**config.mk**
```make
export PLATFORM = sky130hd
export DESIGN_NAME = regfile_param
export DESIGN_NICKNAME = d
export VERILOG_FILES = /design/src/rtl/regfile_pkg.sv /design/src/rtl/regfile_clear_fsm.sv /design/src/rtl/regfile_param.sv
export SDC_FILE = /design/constraint.sdc
export NUM_CORES = 1
export LEC_CHECK = 0
export ABC_AREA = 1
export CORE_MARGIN = 3
export CORE_UTILIZATION = 40
export CTS_CLUSTER_SIZE = 25
export DETAILED_ROUTE_END_ITERATION = 10
export PLACE_DENSITY_LB_ADDON = 0.15
export SYNTH_ARGS = -nofsm -noshare
export SYNTH_HDL_FRONTEND = slang
export SYNTH_SLANG_ARGS = --single-unit
```
**constraint.sdc**
```tcl
create_clock -name clk -period 1.6 [get_ports clk]
set_input_delay 0.4 -clock clk [delete_from_list [all_inputs] [get_ports clk]]
set_output_delay 0.4 -clock clk [all_outputs]
set_load 0.05 [all_outputs]
```
**src/rtl/regfile_pkg.sv**
```systemverilog
// Shared types and default sizes for the datapath register file.
package regfile_pkg;

  // Clear-engine states.
  typedef enum logic [1:0] {
    S_IDLE,
    S_CLEAR,
    S_DONE
  } state_t;

  localparam int unsigned DATA_W_DEF = 8;
  localparam int unsigned NREGS_DEF  = 4;

endpackage

```
**src/rtl/regfile_clear_fsm.sv**
```systemverilog
// Sequential clear engine: walks an index over every register, issuing one
// zeroing write per cycle, with a busy/done handshake decoded from state.
module regfile_clear_fsm
  import regfile_pkg::*;
#(
  parameter int unsigned NREGS  = NREGS_DEF,
  parameter int unsigned ADDR_W = $clog2(NREGS)
) (
  input  logic              clk,
  input  logic              reset,
  input  logic              clr_req,
  output logic              busy,
  output logic              clr_done,
  output logic              clr_we,
  output logic [ADDR_W-1:0] clr_addr
);

  localparam logic [ADDR_W-1:0] LAST_IDX = ADDR_W'(NREGS - 1);

  state_t            state_q, state_d;
  logic [ADDR_W-1:0] idx_q, idx_d;

  // State and clear-index registers; reset aborts any clear in progress.
  always_ff @(posedge clk or posedge reset) begin
    if (reset) begin
      state_q <= S_IDLE;
      idx_q   <= '0;
    end else begin
      state_q <= state_d;
      idx_q   <= idx_d;
    end
  end

  // Next-state logic and the zeroing write strobe.
  always_comb begin
    state_d  = state_q;
    idx_d    = idx_q;
    clr_we   = 1'b0;
    clr_addr = idx_q;
    unique case (state_q)
      S_IDLE: begin
        if (clr_req) begin
          state_d = S_CLEAR;
          idx_d   = '0;
        end
      end
      S_CLEAR: begin
        clr_we = 1'b1;
        // Stop on the last register so the index never wraps.
        if (idx_q == LAST_IDX) begin
          state_d = S_DONE;
        end else begin
          idx_d = idx_q + ADDR_W'(1);
        end
      end
      S_DONE: begin
        // clr_req is ignored here; always return to idle.
        state_d = S_IDLE;
      end
      default: begin
        state_d = S_IDLE;
      end
    endcase
  end

  // Handshake outputs come straight from registered state.
  assign busy     = (state_q == S_CLEAR);
  assign clr_done = (state_q == S_DONE);

endmodule

```
**src/rtl/regfile_param.sv**
```systemverilog
// Parametrised register file: one write port, two combinational read ports,
// optional write-to-read bypass, write acknowledge and a sequential clear.
module regfile_param
  import regfile_pkg::*;
#(
  parameter int unsigned DATA_W = DATA_W_DEF,
  parameter int unsigned NREGS  = NREGS_DEF,
  parameter int unsigned ADDR_W = $clog2(NREGS),
  parameter int unsigned BYPASS = 1
) (
  input  logic              clk,
  input  logic              reset,
  input  logic              w_en,
  input  logic [ADDR_W-1:0] w_addr,
  input  logic [DATA_W-1:0] w_data,
  input  logic [ADDR_W-1:0] ra_addr,
  input  logic [ADDR_W-1:0] rb_addr,
  output logic [DATA_W-1:0] ra_data,
  output logic [DATA_W-1:0] rb_data,
  output logic              w_ack,
  input  logic              clr_req,
  output logic              busy,
  output logic              clr_done
);

  logic [DATA_W-1:0] mem_q [NREGS];
  logic [DATA_W-1:0] mem_d [NREGS];

  logic              clr_we;
  logic [ADDR_W-1:0] clr_addr;
  logic              wr_accept;
  logic              wr_in_range;
  logic              w_ack_q;

  regfile_clear_fsm #(
    .NREGS  (NREGS),
    .ADDR_W (ADDR_W)
  ) u_clear_fsm (
    .clk      (clk),
    .reset    (reset),
    .clr_req  (clr_req),
    .busy     (busy),
    .clr_done (clr_done),
    .clr_we   (clr_we),
    .clr_addr (clr_addr)
  );

  // Not busy and not done means idle, where a clear request steals the
  // cycle; in done the request is ignored so the write still goes through.
  assign wr_accept   = w_en && !busy && !(clr_req && !clr_done);
  // Out-of-range writes are acknowledged but touch nothing.
  assign wr_in_range = (32'(w_addr) < NREGS);

  // Storage next-state: the clear engine owns the array while it runs.
  always_comb begin
    for (int i = 0; i < int'(NREGS); i++) begin
      mem_d[i] = mem_q[i];
    end
    if (clr_we) begin
      mem_d[clr_addr] = '0;
    end else if (wr_accept && wr_in_range) begin
      mem_d[w_addr] = w_data;
    end
  end

  // Storage array with asynchronous clear on reset.
  always_ff @(posedge clk or posedge reset) begin
    if (reset) begin
      for (int i = 0; i < int'(NREGS); i++) begin
        mem_q[i] <= '0;
      end
    end else begin
      for (int i = 0; i < int'(NREGS); i++) begin
        mem_q[i] <= mem_d[i];
      end
    end
  end

  // Write acknowledge: one-cycle pulse after an accepted write.
  always_ff @(posedge clk or posedge reset) begin
    if (reset) begin
      w_ack_q <= 1'b0;
    end else begin
      w_ack_q <= wr_accept;
    end
  end

  assign w_ack = w_ack_q;

  // Read port A: unmapped indices read 0, optional forwarding of the
  // write being accepted this cycle.
  always_comb begin
    ra_data = '0;
    if (32'(ra_addr) < NREGS) begin
      if ((BYPASS != 0) && wr_accept && (ra_addr == w_addr)) begin
        ra_data = w_data;
      end else begin
        ra_data = mem_q[ra_addr];
      end
    end
  end

  // Read port B: same behaviour as port A.
  always_comb begin
    rb_data = '0;
    if (32'(rb_addr) < NREGS) begin
      if ((BYPASS != 0) && wr_accept && (rb_addr == w_addr)) begin
        rb_data = w_data;
      end else begin
        rb_data = mem_q[rb_addr];
      end
    end
  end

endmodule

```
Word level (Yosys, flattened, before mapping)

Index checks and enable logic that the tools add are counted.

Register bits: 37
Input port bits: 18
Word-level logic and storage cells: 65

Add/subtract/negate cells: 1
$lt $le $gt $ge: 6
Equality and inequality tests: 8
Multiplexer cells: 22
Bitwise operators: 6
Reductions and logical operators: 15

Operators with widths:

| operator                                                    | count |
|---|---|
| two-way mux 32 bit                                          | 2 |
| two-way mux 8 bit                                           | 8 |
| bitwise AND 32 bit                                          | 1 |
| binary-select mux 8 bit (select 2 bit)                      | 2 |
| bitwise mux 32 bit                                          | 1 |
| demux 8 bit (select 2 bit)                                  | 2 |
| inverter 32 bit                                             | 1 |
| >= comparator 3 bit (second input constant)                 | 4 |
| inverter 2 -> 3 bit                                         | 4 |
| two-way mux 2 bit                                           | 4 |
| one-hot mux 2 bit (2 select lines)                          | 2 |
| logical AND 1 bit                                           | 7 |
| less-than comparator 3 x 1 -> 1 bit (second input constant) | 2 |
| == test 2 bit                                               | 2 |
| == test 2 bit (second input constant)                       | 2 |
| inequality test 2 bit (second input constant)               | 2 |
| nonzero test 2 bit                                          | 2 |
| zero test 1 bit                                             | 3 |
| AND reduction 3 bit                                         | 1 |
| adder 2 x 1 -> 2 bit (second input constant)                | 1 |
| == test 2 x 1 -> 1 bit (second input constant)              | 1 |
| zero test 2 bit                                             | 1 |
| inequality test 2 x 1 -> 1 bit (second input constant)      | 1 |
| AND reduction 2 bit                                         | 1 |
| two-way mux 1 bit                                           | 1 |

Depth between registers and ports, before layout

Word-level depth: 8
Gate-level depth with buffers: 8
Mapped depth without buffers: 8

Modules after synthesis

A second synthesis with hierarchy kept.

Cell total of the unflattened synthesis: 509
Area, all modules: 3208.1 um2

Modules (own cells, without submodules):

| module            | times used | cells an instance | area each (um2) |
|---|---|---|---|
| regfile_param     | 1          | 484               | 3001.6 |
| regfile_clear_fsm | 1          | 25                | 206.4 |

Worst setup path after synthesis

No wires, ideal clock.

Path kind: register -> output
Start point: register u_clear_fsm.state_q[0]
End point: output port ra_data[0]
Arrival: 1486 ps
Required time: 1200 ps
Slack: -286 ps
Cell stages (with the launch flop): 9
Path through: dfrtp_1 > inv_2 > nand2_1 > nand2_4 > inv_2 > nor2_8 > buf_4 > nand3_1 > nand2_1

Cells in the longest elaborated chain, start to end: 7
Elaborated cells between the ends (all ways): 10
Classes of those cells: eq/ne (2); mux (1); reduce/logical (7)

Ends and longest elaborated chain:

| element                | RTL line                | RTL |
|---|---|---|
| start, declared        | regfile_clear_fsm.sv:20 | `state_t state_q, state_d;` |
| start signal, assigned | regfile_clear_fsm.sv:29 | `state_q <= state_d;` |
| == test 2 bit          | regfile_clear_fsm.sv:68 | `assign clr_done = (state_q == S_DONE);` |
| zero test 1 bit        | regfile_param.sv:50     | `assign wr_accept = w_en && !busy && !(clr_req && !clr_done);` |
| logical AND 1 bit      | regfile_param.sv:50     |  |
| zero test 1 bit        | regfile_param.sv:50     |  |
| logical AND 1 bit (*)  | regfile_param.sv:50     |  |
| named net wr_accept    | regfile_param.sv:31     | `logic wr_accept;` |
| logical AND 1 bit (*)  | regfile_param.sv:95     | `if ((BYPASS != 0) && wr_accept && (ra_addr == w_addr)) begin` |
| two-way mux 8 bit (*)  | regfile_param.sv:95     |  |
| end, declared          | regfile_param.sv:18     | `output logic [DATA_W-1:0] ra_data,` |

The timed path passes the listed nets; every way through them passes the cells marked *.

Final worst setup path

Start point: register u_clear_fsm.state_q[1]
End point: output port rb_data[1]

Cells in the longest elaborated chain, start to end: 7
Elaborated cells between the ends (all ways): 10
Classes of those cells: eq/ne (2); mux (1); reduce/logical (7)

Ends and longest elaborated chain:

| element               | RTL line                | RTL |
|---|---|---|
| == test 2 bit         | regfile_clear_fsm.sv:68 |  |
| zero test 1 bit       | regfile_param.sv:50     |  |
| logical AND 1 bit     | regfile_param.sv:50     |  |
| zero test 1 bit       | regfile_param.sv:50     |  |
| logical AND 1 bit (*) | regfile_param.sv:50     |  |
| logical AND 1 bit (*) | regfile_param.sv:107    | `if ((BYPASS != 0) && wr_accept && (rb_addr == w_addr)) begin` |
| two-way mux 8 bit (*) | regfile_param.sv:107    |  |
| end, declared         | regfile_param.sv:19     | `output logic [DATA_W-1:0] rb_data,` |

Every way passes the cells marked *; elsewhere a longest branch is shown, timed or not.

==> results.txt <==
- The checks that failed: negative setup slack.
- Clock sink total: 37
- The number of failing hold endpoints at the final stage is 0.
- Post-DP Area: 4030 sq um
* Final cycle utilization of the critical path: 131%
- Register clock-pin slew on the reported worst setup and hold paths: roughly 0.090 ns
- Number of maximum-capacitance constraint violations: 0
* Starting density of the core: 41.9%
- Half-perimeter wire length after placement: 7090 microns
- The min-delay analysis places its worst path in the category input pin to asynchronous set/reset pin.
- Across all setup checks in the final design, the least slack found is -0.501 ns.
* Number of design rule violations left after detail routing: 0
- For the pin with the worst max-slew slack, the measured transition is approximately 0.46 ns.
- Count of final max-slew check failures: 0
- Worst setup SP type: flop
* Sequential fraction of the synthesis area: about a third
- The net count of the finished layout is 549.
- Total wire length: ~10000 microns
- Final critical delay including setup and external delays: roughly 2.1 ns
- Worst Path Class, Setup: flop to primary output
- Summed over all cells, the static leakage comes to ~2.2 nW.
- Number of placement rows: 30
- Post-Syn Area: roughly 2900 sq um
- Vias per Instance: approximately 5.6
- TritonCTS built the clock tree.
- Maximum fanout encountered on the critical timing path: 8
* Layout cells sized above 1: between 30% and 40%
- For this design, the slowest cell found on the critical path is sky130_fd_sc_hd__dfrtp_1.
- First-pass DRT Iterations: 6
* Arrival @ worst endpoint: roughly 1.7 ns
- Setup violations remaining at the end of the flow were counted as 18.
* Crit-path cells: inv_2 > nand2_2 > nand2_4 > nor2_8 > nand2_4 > nand2_1 > nand2_4 > buf_8
- The first global-routing pass estimated 16600 microns of wire.
* Post-placement cell count: 603
* Overall via count from detail_route: between 3000 and 4000
- A synthesized cell averages ~6.4 sq um.
- Overall die width: roughly 90 microns
* Insertion delay to the later sink of the worst-skew pair: 0.30 ns
- Library cells used by synthesis: 23
- For this design the ratio of total power to cell area is approximately 1600 nW/um^2.
* Fmax: roughly 480 MHz
- Filler cells: 541
- The clock passes through at most 2 buffers.
- Slowest Stage Delay on Critical Path: approximately 0.42 ns
* Non-filler cells in the finished layout: 624
* Top Family by Delay on Critical Path: simple AND/OR/NAND/NOR gates
- Data required time at the worst endpoint: ~1.2 ns
- Dividing the detail-routed wire length by the instance count gives around 17 microns.
* Synthesized net count: between 400 and 500
* Non-Filler Cell Area, Final: 4580 sq um
- In the layout the commonest cells are sky130_fd_sc_hd__nand2_1, sky130_fd_sc_hd__nand3_1, sky130_fd_sc_hd__buf_4.
- Headroom to the max-slew limit: between 60% and 70%
- Multi-input combinational cell area: between 2000 and 2500 sq um
* Buffer cell driving the clock tree root: sky130_fd_sc_hd__clkbuf_8
- Hold bufs inserted after CTS: 0
* Vertical die dimension: between 90 and 100 microns
- Total CTS buffers: 5
* Setup repair after global routing missed its margin: yes
- IR analysis of the VDD net gives a maximum drop of about 0.0010 V.
* Number of warnings reported in the yosys synthesis log: 0
- The run finished, with violations left.
- Port buffering added 36 buffers.
- The H-tree was split into 2 levels.
* Post-detailed-route count of antenna-violating nets: 0
- The via count of the first global-routing pass is 3189.
- Compared with the post-synthesis result, the final layout area differs by 59.2%.
- The worst setup path is captured at a primary output.
- Number of DRC violations after detailed-routing iteration 0: between 400 and 500
- Overflow after GRT: 0
- Routability-driven placement finished with a final weighted congestion of approximately 0.90.
* Initial antenna violation count: 0
- Counting stages on the worst path, the most repeated cell is sky130_fd_sc_hd__nand2_4.
- Most frequent standard cell in the layout excluding fill and tap cells: sky130_fd_sc_hd__nand2_1
- FF+latch count, synth: 37
- Core box area: around 7000 sq um
- Post-synthesis instance total: between 400 and 500
* Number of primary I/O pins: 37
- Entering global routing, the biggest net connects slightly above 70 pins.
- Sequential cell area in the final layout: 926 sq um
* Final setup skew: between 0.01 and 0.015 ns
- 0 antenna diodes ended up in the layout.
* Buffers & Inverters on Critical Path: 2
- Overall global routing resource usage: approximately a quarter
- The die covers between 8000 and 9000 sq um.
-- worst min-delay path: stages --
cell and delay (ns):
sky130_fd_sc_hd__clkdlybuf4s50_1 0.39, sky130_fd_sc_hd__inv_1 0.09, sky130_fd_sc_hd__buf_12 0.23
-- area by class of cell --
class                      instances  share of cell area, %
timing repair buffer              91                   24.1
inverter                          35                   2.98
multi-input combinational        357                   47.8
tap                               96                   2.62
clock inverter                     1                  0.191
clock buffer                       7                   2.10
sequential                        37                   20.2
-- state kept, by name (all words and copies together), names as in the netlist --
register / cells
u_clear_fsm.state_q: 2
w_ack: 1
mem_q: 32
u_clear_fsm.clr_addr: 2
-- power by group --
| group | total (mW) | switching, mW | internal (mW) |
|---|---|---|---|
| sequential | 1.71 | 0.368 | 1.35 |
| clock | 0.781 | 0.383 | 0.399 |
| combinational | 4.64 | 2.86 | 1.78 |
| total | 7.13 | 3.61 | 3.53 |
-- repair_timing --
action	4_1_cts	5_1_grt
gates cloned	1	2
pin swaps	24	10
setup buffers	5	6
gates resized for setup	63	22
endpoints found under the setup margin	31	52
-- synthesized netlist by cell type, drive strengths merged --
cell type	number	area share [%]
inv	34	4.4
buf	8	1.6
dfrtp	37	32
a21oi	13	2.7
o21ai	31	5.4
clkinv	1	0.13
o211ai	20	5.2
nor2	9	2.3
nand2	184	25
ha	4	1.7
nand3	93	17
clkbuf	13	1.8
-- per-stage QoR --
| step | worst slack (ns) | power [mW] | hold WS (ns) | TNS [ns] | util [%] |
|---|---|---|---|---|---|
| detailed placement | -0.639 | 5.77 | 0.494 | -18.56 | 58.7 |
| CTS | -0.502 | 6.83 | 0.449 | -8.01 | 64.6 |
| floorplan | -0.109 | 4.20 | 0.476 | -1.27 | - |
| global route | -0.582 | 7.59 | 0.467 | -10.21 | 66.6 |
| finish | -0.501 | 7.13 | 0.444 | -8.09 | 66.6 |
| global placement | -0.630 | 5.68 | 0.488 | -18.30 | 58.7 |
-- cells by family after synthesis --
family / Yosys count / share of synthesized area (%)
DFF: 37 / 32.2
buffers and inverters: 56 / 7.96
AOI/OAI and AO/OA: 64 / 13.3
adders and majority gates: 4 / 1.74
and+or+nand+nor: 286 / 44.8
-- worst paths after layout --
check                                       start                       to  slack [ns]  cells past startpoint
max                        u_clear_fsm.state_q[1]               rb_data[1]       -0.50                      8
min                                         reset                    w_ack        0.44                      3
max reg2reg                u_clear_fsm.state_q[1]  u_clear_fsm.clr_addr[1]        0.03                      7
min reg2reg                             mem_q[10]                mem_q[10]        0.51                      2
max in group asynchronous                   reset                 mem_q[6]        0.96                      3
min in group clk                        mem_q[10]                mem_q[10]        0.51                      2
-- routing by layer --
metal  global-route usage, %  share of wire, %  vias to the layer above
li1                        -                 -                     1643
met1                    33.0                39                     1600
met2                    40.8                48                      184
met3                    3.42               8.0                       51
met4                    13.3               5.2                        0
met5                       0                 0                        -
Power figures use the tool's default switching activity.
